File: src/rtl/seg7_blink_scan.sv
// Eight-digit multiplexed seven-segment driver with per-digit blink and enable,
// anti-ghost blanking and a double-buffered display image swapped at frame boundaries.
module seg7_blink_scan #(
  parameter logic [15:0] SCAN_DIV  = 16'd50000,
  parameter logic [15:0] BLANK_CYC = 16'd500
) (
  input  logic        clk,
  input  logic        reset,
  input  logic        blink_in,
  input  logic        load_valid,
  output logic        load_ready,
  input  logic [31:0] load_data,
  input  logic [7:0]  load_en,
  input  logic [7:0]  load_blink,
  input  logic [7:0]  load_dp,
  output logic [7:0]  an,
  output logic [6:0]  seg,
  output logic        dp,
  output logic        frame_start
);

  logic [15:0] scan_cnt;
  logic [2:0]  digit_idx;
  logic        pend_flag;
  logic [31:0] pend_data, act_data;
  logic [7:0]  pend_en, pend_blink, pend_dp;
  logic [7:0]  act_en, act_blink, act_dp;
  logic        slot_end, frame_end, load_fire;

  function automatic logic [6:0] hex_decode(input logic [3:0] nib);
    case (nib)
      4'h0: hex_decode = 7'b1000000;
      4'h1: hex_decode = 7'b1111001;
      4'h2: hex_decode = 7'b0100100;
      4'h3: hex_decode = 7'b0110000;
      4'h4: hex_decode = 7'b0011001;
      4'h5: hex_decode = 7'b0010010;
      4'h6: hex_decode = 7'b0000010;
      4'h7: hex_decode = 7'b1111000;
      4'h8: hex_decode = 7'b0000000;
      4'h9: hex_decode = 7'b0010000;
      4'hA: hex_decode = 7'b0001000;
      4'hB: hex_decode = 7'b0000011;
      4'hC: hex_decode = 7'b1000110;
      4'hD: hex_decode = 7'b0100001;
      4'hE: hex_decode = 7'b0000110;
      default: hex_decode = 7'b0001110;
    endcase
  endfunction

  assign slot_end   = (scan_cnt == SCAN_DIV - 16'd1);
  assign frame_end  = slot_end && (digit_idx == 3'd7);
  assign load_ready = !reset && !pend_flag;
  assign load_fire  = load_valid && load_ready;

  always_ff @(posedge clk) begin
    if (reset) begin
      scan_cnt  <= 16'd0;
      digit_idx <= 3'd0;
    end else if (slot_end) begin
      scan_cnt  <= 16'd0;
      digit_idx <= digit_idx + 3'd1;
    end else begin
      scan_cnt  <= scan_cnt + 16'd1;
    end
  end

  // A load landing on the boundary cycle sees pend_flag=0, so it is only
  // captured into pending and waits a full frame before being shown.
  always_ff @(posedge clk) begin
    if (reset) begin
      pend_flag  <= 1'b0;
      pend_data  <= 32'd0;
      pend_en    <= 8'd0;
      pend_blink <= 8'd0;
      pend_dp    <= 8'd0;
      act_data   <= 32'd0;
      act_en     <= 8'd0;
      act_blink  <= 8'd0;
      act_dp     <= 8'd0;
    end else if (frame_end && pend_flag) begin
      act_data   <= pend_data;
      act_en     <= pend_en;
      act_blink  <= pend_blink;
      act_dp     <= pend_dp;
      pend_flag  <= 1'b0;
    end else if (load_fire) begin
      pend_data  <= load_data;
      pend_en    <= load_en;
      pend_blink <= load_blink;
      pend_dp    <= load_dp;
      pend_flag  <= 1'b1;
    end
  end

  // Stage p0: digit select and lit decision from the current scan state
  logic       lit_p0;
  logic [3:0] nib_p0;
  assign nib_p0 = act_data[{digit_idx, 2'b00} +: 4];
  assign lit_p0 = act_en[digit_idx] && (scan_cnt >= BLANK_CYC)
                  && !(act_blink[digit_idx] && blink_in);

  // Stage p1: registered display drive
  logic [7:0] an_p1;
  logic [6:0] seg_p1;
  logic       dp_p1, fs_p1;
  always_ff @(posedge clk) begin
    if (reset) begin
      an_p1  <= 8'hFF;
      seg_p1 <= 7'h7F;
      dp_p1  <= 1'b1;
      fs_p1  <= 1'b0;
    end else begin
      fs_p1 <= (scan_cnt == 16'd0) && (digit_idx == 3'd0);
      if (lit_p0) begin
        an_p1  <= ~(8'd1 << digit_idx);
        seg_p1 <= hex_decode(nib_p0);
        dp_p1  <= ~act_dp[digit_idx];
      end else begin
        an_p1  <= 8'hFF;
        seg_p1 <= 7'h7F;
        dp_p1  <= 1'b1;
      end
    end
  end

  assign an          = an_p1;
  assign seg         = seg_p1;
  assign dp          = dp_p1;
  assign frame_start = fs_p1;

endmodule

File: config.mk
export PLATFORM = sky130hd
export DESIGN_NAME = seg7_blink_scan
export DESIGN_NICKNAME = d
export VERILOG_FILES = /design/src/rtl/seg7_blink_scan.sv
export SDC_FILE = /design/constraint.sdc
export NUM_CORES = 1
export LEC_CHECK = 0
export BUFFER_PORTS_ARGS = -buffer_cell sky130_fd_sc_hd__buf_2
export CORE_ASPECT_RATIO = 0.6
export CORE_UTILIZATION = 55
export CTS_CLUSTER_SIZE = 10
export DETAILED_ROUTE_END_ITERATION = 12
export GPL_ROUTABILITY_DRIVEN = 0
export PLACE_DENSITY = 0.79
export SLEW_MARGIN = 20
export SYNTH_ARGS = -nofsm -noshare
export SYNTH_HDL_FRONTEND = slang
export SYNTH_SLANG_ARGS = --single-unit
export TNS_END_PERCENT = 20
File: constraint.sdc
create_clock -name clk -period 2.9 [get_ports clk]
set_input_delay 0.145 -clock clk [delete_from_list [all_inputs] [get_ports clk]]
set_output_delay 0.145 -clock clk [all_outputs]
set_load 0.05 [all_outputs]
==> metrics, run 1 <==
Tmin final=2.40 ns; most common cell after layout, fill and taps aside=nand2_1; Syn Area/Cell=roughly 9.0 um^2; DP HPWL=9230 um; TritonCTS Sinks=~150; DR WL/cell=about 15 um; dpl cells=880; Pwr Density=about 590 nW/um^2; CTS tree=yes; Final #Nets=a little under 900; DRC Markers=0; EDFF count, synth=0; final non-filler cell area=7880 um^2; Slew headroom=56.2%; GRT overflow=0; arrival time worst endpoint=2.74 ns; r2r startpoint=digit_idx[1]$_SDFFE_PP0N_; VDD IR-drop max=about 0.0004 V; outcome=finished, final reports clean; unrepaired setup endpoints after global routing=no; Critical Path RT=3.24 ns; IO Port Bufs=77; worst-case clock buffer depth=2; CTS root buffer=clkbuf_16; synthesis-to-finish area growth=24.5%; H-tree Lvls=4; CP Max Fanout=30; asr flop ratio synth=0%; Critical Path Start Type=flip-flop; Die X=around 140 um; Final Power=4.69 mW; die extent in y=85.1 um; total die area=12000 um^2; number of global-route vias before repair=5042; Reg clk slew, reported paths=about 0.06 ns; Synth Instances=702; sequential area share after synthesis=47.1%; Diodes inserted=0; post-detailed-route via-to-cell ratio=5.36; Syn Nets=776; Worst-Margin Slew=0.657 ns; Syn Std Cell Area=6330 um^2; 1st-iter DRT viols=a little under 500; fmax=0.416 GHz; Yosys reg bits=around 150; largest net degree at the start of global routing=between 70 and 80; Synth cell types=51; total CTS buffers=17; Hold Vio Cnt, Final=0; register area=2980 um^2; fin crit share=82.8%; Max-Cap Viols=0; CP Class=reg -> reg; ANT nets after route=0; Worst Setup SP=digit_idx[1]$_SDFFE_PP0N_; fill cell count=795; Worst Reg2Reg Path Length in Cells=7; dpl ws=0.583 ns; Worst Hold Depth=2; worst setup margin=between 0.4 and 0.5 ns; Hold WC Path Type=in -> reg; worst hold slack=0.240 ns; initial core utilization=58.2%; Final setup viols=0; most frequent cells in the layout=nand2_1 (164), dfxtp_1 (149), buf_2 (76), nand2b_1 (58), dlygate4sd3_1 (57); fin util=72.4%; Leak=2.88 nW; area of the multi-input gates=3030 um^2; DRT Wirelength=14500 um; synth warn=0; Cell Rows=29; post-route non-filler standard cell count=969; dominant synthesized flop cell=dfxtp_1; worst-skew pair later-pin latency=0.42 ns; Slew Viols, Final=0; first-pass GRT wire length=24100 um; Clock Skews=0.0135 ns; number of antenna violations at the first check in global routing=0; via count=5189; drt first pass iters=5; CORE AREA=10900 um^2; hold path start=reset; layout cells sized above 1=a little under a quarter; Setup TNS=0 ns; crit end category=flip-flop; Placement Cell Area=6700 um^2; I/O pin count=78; GRT Overall Usage=between 20% and 30%
## cell families (layout without fill, tap and decap cells)
kind of cell    after synthesis  count (layout)  share of synthesized area [%]
simple gates                316             316                           23.8
flops                       149             149                           47.1
compound gates              134             134                           13.2
buf+inv                      55             183                           5.04
mux                          19              19                           6.01
xor+xnor                     15              15                           2.07
fa+ha+maj                    14              14                           2.77
## layer usage
metal  GRT usage (%)  wire length (um)
met2            41.2              6650
met4            10.8               227
met1            34.3              6790
met3            5.76               808
met5               0                 0
## critical path: stages, from the launching register on
cell and delay, ns:
dfxtp_1 0.57, buf_4 0.29, ha_1 0.20, ha_1 0.21, and4_4 0.49, buf_12 0.27, nand2_1 0.12, a21oi_1 0.16
## path summary, 6_finish.rpt
path                                                to  slack, ns
worst max-delay path            act_en[5]$_SDFFE_PP0P_       0.50
worst min-delay path            scan_cnt[2]$_SDFF_PP0_       0.24
worst max register to register  act_en[5]$_SDFFE_PP0P_       0.50
worst min register to register  act_en[6]$_SDFFE_PP0P_       0.45
## cell type report
| type | count | area share, % |
|---|---|---|
| Tap cell | 139 | 2.21 |
| Clock buffer | 19 | 5.49 |
| Multi-Input combinational cell | 498 | 38.5 |
| Clock inverter | 13 | 2.30 |
| Sequential cell | 149 | 37.8 |
| Timing Repair Buffer | 142 | 13.2 |
| Inverter | 9 | 0.429 |
## report_power, final
part | internal (mW) | switching (mW) | total [mW]
combinational | 0.127 | 0.112 | 0.239
clock | 1.44 | 0.859 | 2.30
sequential | 2.11 | 0.0453 | 2.15
total | 3.67 | 1.02 | 4.69
## sequential cells by signal, indices dropped and copies added (netlist names), 3 cells and up
register	flops
act_data	32
pend_data	32
scan_cnt	16
act_blink	8
act_dp	8
act_en	8
an	8
pend_blink	8
pend_dp	8
pend_en	8
seg	7
digit_idx	3
## cells in the mapped netlist (2+ instances only)
master	instances	area share [%]
a211oi_1	2	0.24
a21oi_1	30	2.4
a21oi_2	30	4.1
and2_1	4	0.40
and3_1	3	0.30
and4_1	3	0.42
buf_12	3	0.95
buf_2	9	0.71
buf_6	5	0.89
clkbuf_1	27	1.6
dfxtp_1	149	47
ha_1	14	2.8
inv_1	8	0.47
mux2_4	2	0.47
mux2i_1	2	0.32
mux2i_4	2	0.71
mux4_2	11	3.9
nand2_1	164	9.7
nand2_2	30	3.0
nand2b_1	58	5.7
nand3_1	13	1.0
nand4_1	4	0.40
nor2_1	26	1.5
nor3_1	3	0.24
o211ai_1	4	0.47
o211ai_2	2	0.40
o21ai_0	56	4.4
o21ai_1	2	0.16
xnor2_1	7	0.97
xor2_1	8	1.1
## what timing repair did
item / in CTS / in global routing
gates resized for setup: 0 / 0
hold endpoints to repair: 57 / 0
buffers inserted: 0 / 0
hold buffers: 57 / 0
Note: power is estimated with default switching activity, not from simulation.
==> inputs of run 2 (changes only) <==
==> constraint.sdc (replaced) <==
create_clock -name clk -period 2.3 [get_ports clk]
set_input_delay 0.115 -clock clk [delete_from_list [all_inputs] [get_ports clk]]
set_output_delay 0.115 -clock clk [all_outputs]
set_load 0.05 [all_outputs]
==> metrics, run 2 (same netlist as run 1, synthesis figures left out) <==
hold worst-path end=act_blink[1]$_SDFFE_PP0P_ (was scan_cnt[2]$_SDFF_PP0_); first-pass GRT wire length=23700 um (was 24100 um); Critical Path Start Type=flip-flop (unchanged); fmax=0.464 GHz (was 0.416 GHz); DR WL/cell=14.6 um (was 14.9 um); unrepaired setup endpoints after global routing=no (unchanged); DP HPWL=9040 um (was 9230 um); outcome=finished, final reports clean (unchanged); Cell Rows=29 (unchanged); total die area=12000 um^2 (unchanged); Tmin final=2.16 ns (was 2.40 ns); number of global-route vias before repair=5033 (was 5042); Reg clk slew, reported paths=0.06 ns (about the same); ANT nets after route=0 (unchanged); via count=5201 (was 5189); Leak=2.90 nW (was 2.88 nW); layout cells sized above 1=25.1% (was 24.0%); Critical Path RT=2.58 ns (was 3.24 ns); most frequent cells in the layout=nand2_1 (164), dfxtp_1 (147), buf_2 (76), nand2b_1 (58), dlygate4sd3_1 (57) (was nand2_1 (164), dfxtp_1 (149), buf_2 (76), nand2b_1 (58), dlygate4sd3_1 (57)); Final #Nets=897 (was 891); Hold WC Path Type=in -> reg (unchanged); VDD IR-drop max=0.000453 V (was 0.000401 V); Die X=141 um (unchanged); Final setup viols=0 (unchanged); IO Port Bufs=77 (unchanged); hold path start=reset (unchanged); Diodes inserted=0 (unchanged); TritonCTS Sinks=149 (unchanged); initial core utilization=58.2% (unchanged); post-detailed-route via-to-cell ratio=5.33 (was 5.36); GRT Overall Usage=25.3% (was 25.8%); reg2reg setup slack=0.14 ns (was 0.50 ns); synthesis-to-finish area growth=25.1% (was 24.5%); Setup TNS=0 ns (unchanged); fin crit share=93.7% (was 82.8%); CTS tree=yes (unchanged); Slew headroom=42.2% (was 56.2%); most common cell after layout, fill and taps aside=nand2_1 (unchanged); dpl ws=0.0407 ns (was 0.583 ns); arrival time worst endpoint=2.44 ns (was 2.74 ns); Max-Cap Viols=0 (unchanged); r2r startpoint=digit_idx[0]$_SDFFE_PP0N_ (was digit_idx[1]$_SDFFE_PP0N_); fill cell count=795 (unchanged); worst-skew pair later-pin latency=0.42 ns (about the same); Clock Skews=0.0120 ns (was 0.0135 ns); CTS root buffer=clkbuf_16 (unchanged); Hold Vio Cnt, Final=0 (unchanged); I/O pin count=78 (unchanged); DRC Markers=0 (unchanged); 1st-iter DRT viols=384 (was 496); worst setup margin=0.144 ns (was 0.499 ns); Worst-Margin Slew=0.868 ns (was 0.657 ns); biggest regs=act_data x32, pend_data x32, scan_cnt x16 (unchanged); largest net degree at the start of global routing=93 (was 76); H-tree Lvls=4 (unchanged); total CTS buffers=17 (unchanged); CP Class=reg -> reg (unchanged); number of antenna violations at the first check in global routing=0 (unchanged); worst-case clock buffer depth=2 (unchanged); GRT overflow=0 (unchanged); Worst Hold Depth=3 (was 2); Slew Viols, Final=0 (unchanged); Worst Reg2Reg Path Length in Cells=6 (was 7); CP Max Fanout=12 (was 30); crit end category=flip-flop (unchanged); CORE AREA=10900 um^2 (unchanged); DRT Wirelength=14200 um (was 14500 um); drt first pass iters=5 (unchanged); register area=2990 um^2 (was 2980 um^2); area of the multi-input gates=3030 um^2 (about the same); die extent in y=85.1 um (unchanged); Pwr Density=721 nW/um^2 (was 595 nW/um^2); reg-to-reg critical path endpoint=seg[4]$_SDFF_PP1_ (was act_en[5]$_SDFFE_PP0P_)
-- run 2: cell types whose count changed in the layout (fill, tap and decap cells not counted), moves of 2 or more --
| cell | before | now |
|---|---|---|
| buf_12 | 2 | 4 |
| buf_4 | 7 | 11 |
| bufinv_16 | 4 | 1 |
| clkbuf_1 | 2 | 0 |
| clkinv_2 | 4 | 0 |
| dfxtp_1 | 149 | 147 |
| dfxtp_2 | 0 | 2 |
| inv_6 | 1 | 6 |
-- run 2: power breakdown --
part	switching [mW]	internal (mW)
Combinational	0.142	0.162
Sequential	0.0527	2.66
Clock	1.15	1.55
Total	1.34	4.37
-- run 2: how the worst max path moves through the flow --
stage                                          from                end  slack [ns]  depth (start not counted)
after floorplan           digit_idx[0]$_SDFFE_PP0N_  seg[3]$_SDFF_PP1_        0.11                         11
after global placement    digit_idx[0]$_SDFFE_PP0N_  seg[4]$_SDFF_PP1_        0.17                          6
after detailed placement  digit_idx[0]$_SDFFE_PP0N_  seg[3]$_SDFF_PP1_        0.04                          9
after CTS                 digit_idx[0]$_SDFFE_PP0N_  seg[3]$_SDFF_PP1_        0.02                          9
after global routing      digit_idx[0]$_SDFFE_PP0N_  seg[3]$_SDFF_PP1_       0.002                          9
final                     digit_idx[0]$_SDFFE_PP0N_  seg[4]$_SDFF_PP1_        0.14                          6
-- run 2: area by class of cell --
type                       count  share of cell area (%)
multi-input combinational    498                    38.3
sequential                   149                    37.7
timing repair buffer         148                    14.1
clock buffer                  18                    5.54
tap                          139                    2.20
clock inverter                14                    1.80
inverter                       9                   0.426
-- run 2: metrics by stage --
step | hold WS (ns) | power [mW] | cell area, um^2 | util [%] | std cells
3_5_place_dp | 0.315 | 2.99 | 6730 | 61.8 | 883
5_1_grt | 0.245 | 5.90 | 7920 | 72.8 | 975
3_3_place_gp | 0.309 | 2.98 | 6730 | 61.8 | 883
6_report | 0.239 | 5.71 | 7920 | 72.8 | 975
2_1_floorplan | 0.224 | 2.89 | 6330 | - | 702
4_1_cts | 0.212 | 5.75 | 7880 | 72.4 | 972
-- run 2: layer usage --
layer	GRT usage (%)	vias up	wire length (um)
met1	34.0	2451	6620
met4	8.20	0	203
met5	0	-	0
li1	-	2567	-
met3	5.42	19	793
met2	40.9	164	6590
-- run 2: repair_timing --
| action | 4_1_cts | 5_1_grt |
|---|---|---|
| buffers inserted | 0 | 3 |
| setup endpoints to repair | 0 | 5 |
| gates resized for setup | 0 | 3 |
| hold buffers | 57 | 0 |
| endpoints found under the hold margin | 57 | 0 |
-- run 2: worst max-delay path, stage by stage (launching register included) --
cell and delay (ns):
dfxtp_2 0.40, buf_4 0.25, mux4_2 0.57, mux2i_4 0.31, mux2_4 0.33, nand2_1 0.08, o211ai_2 0.09
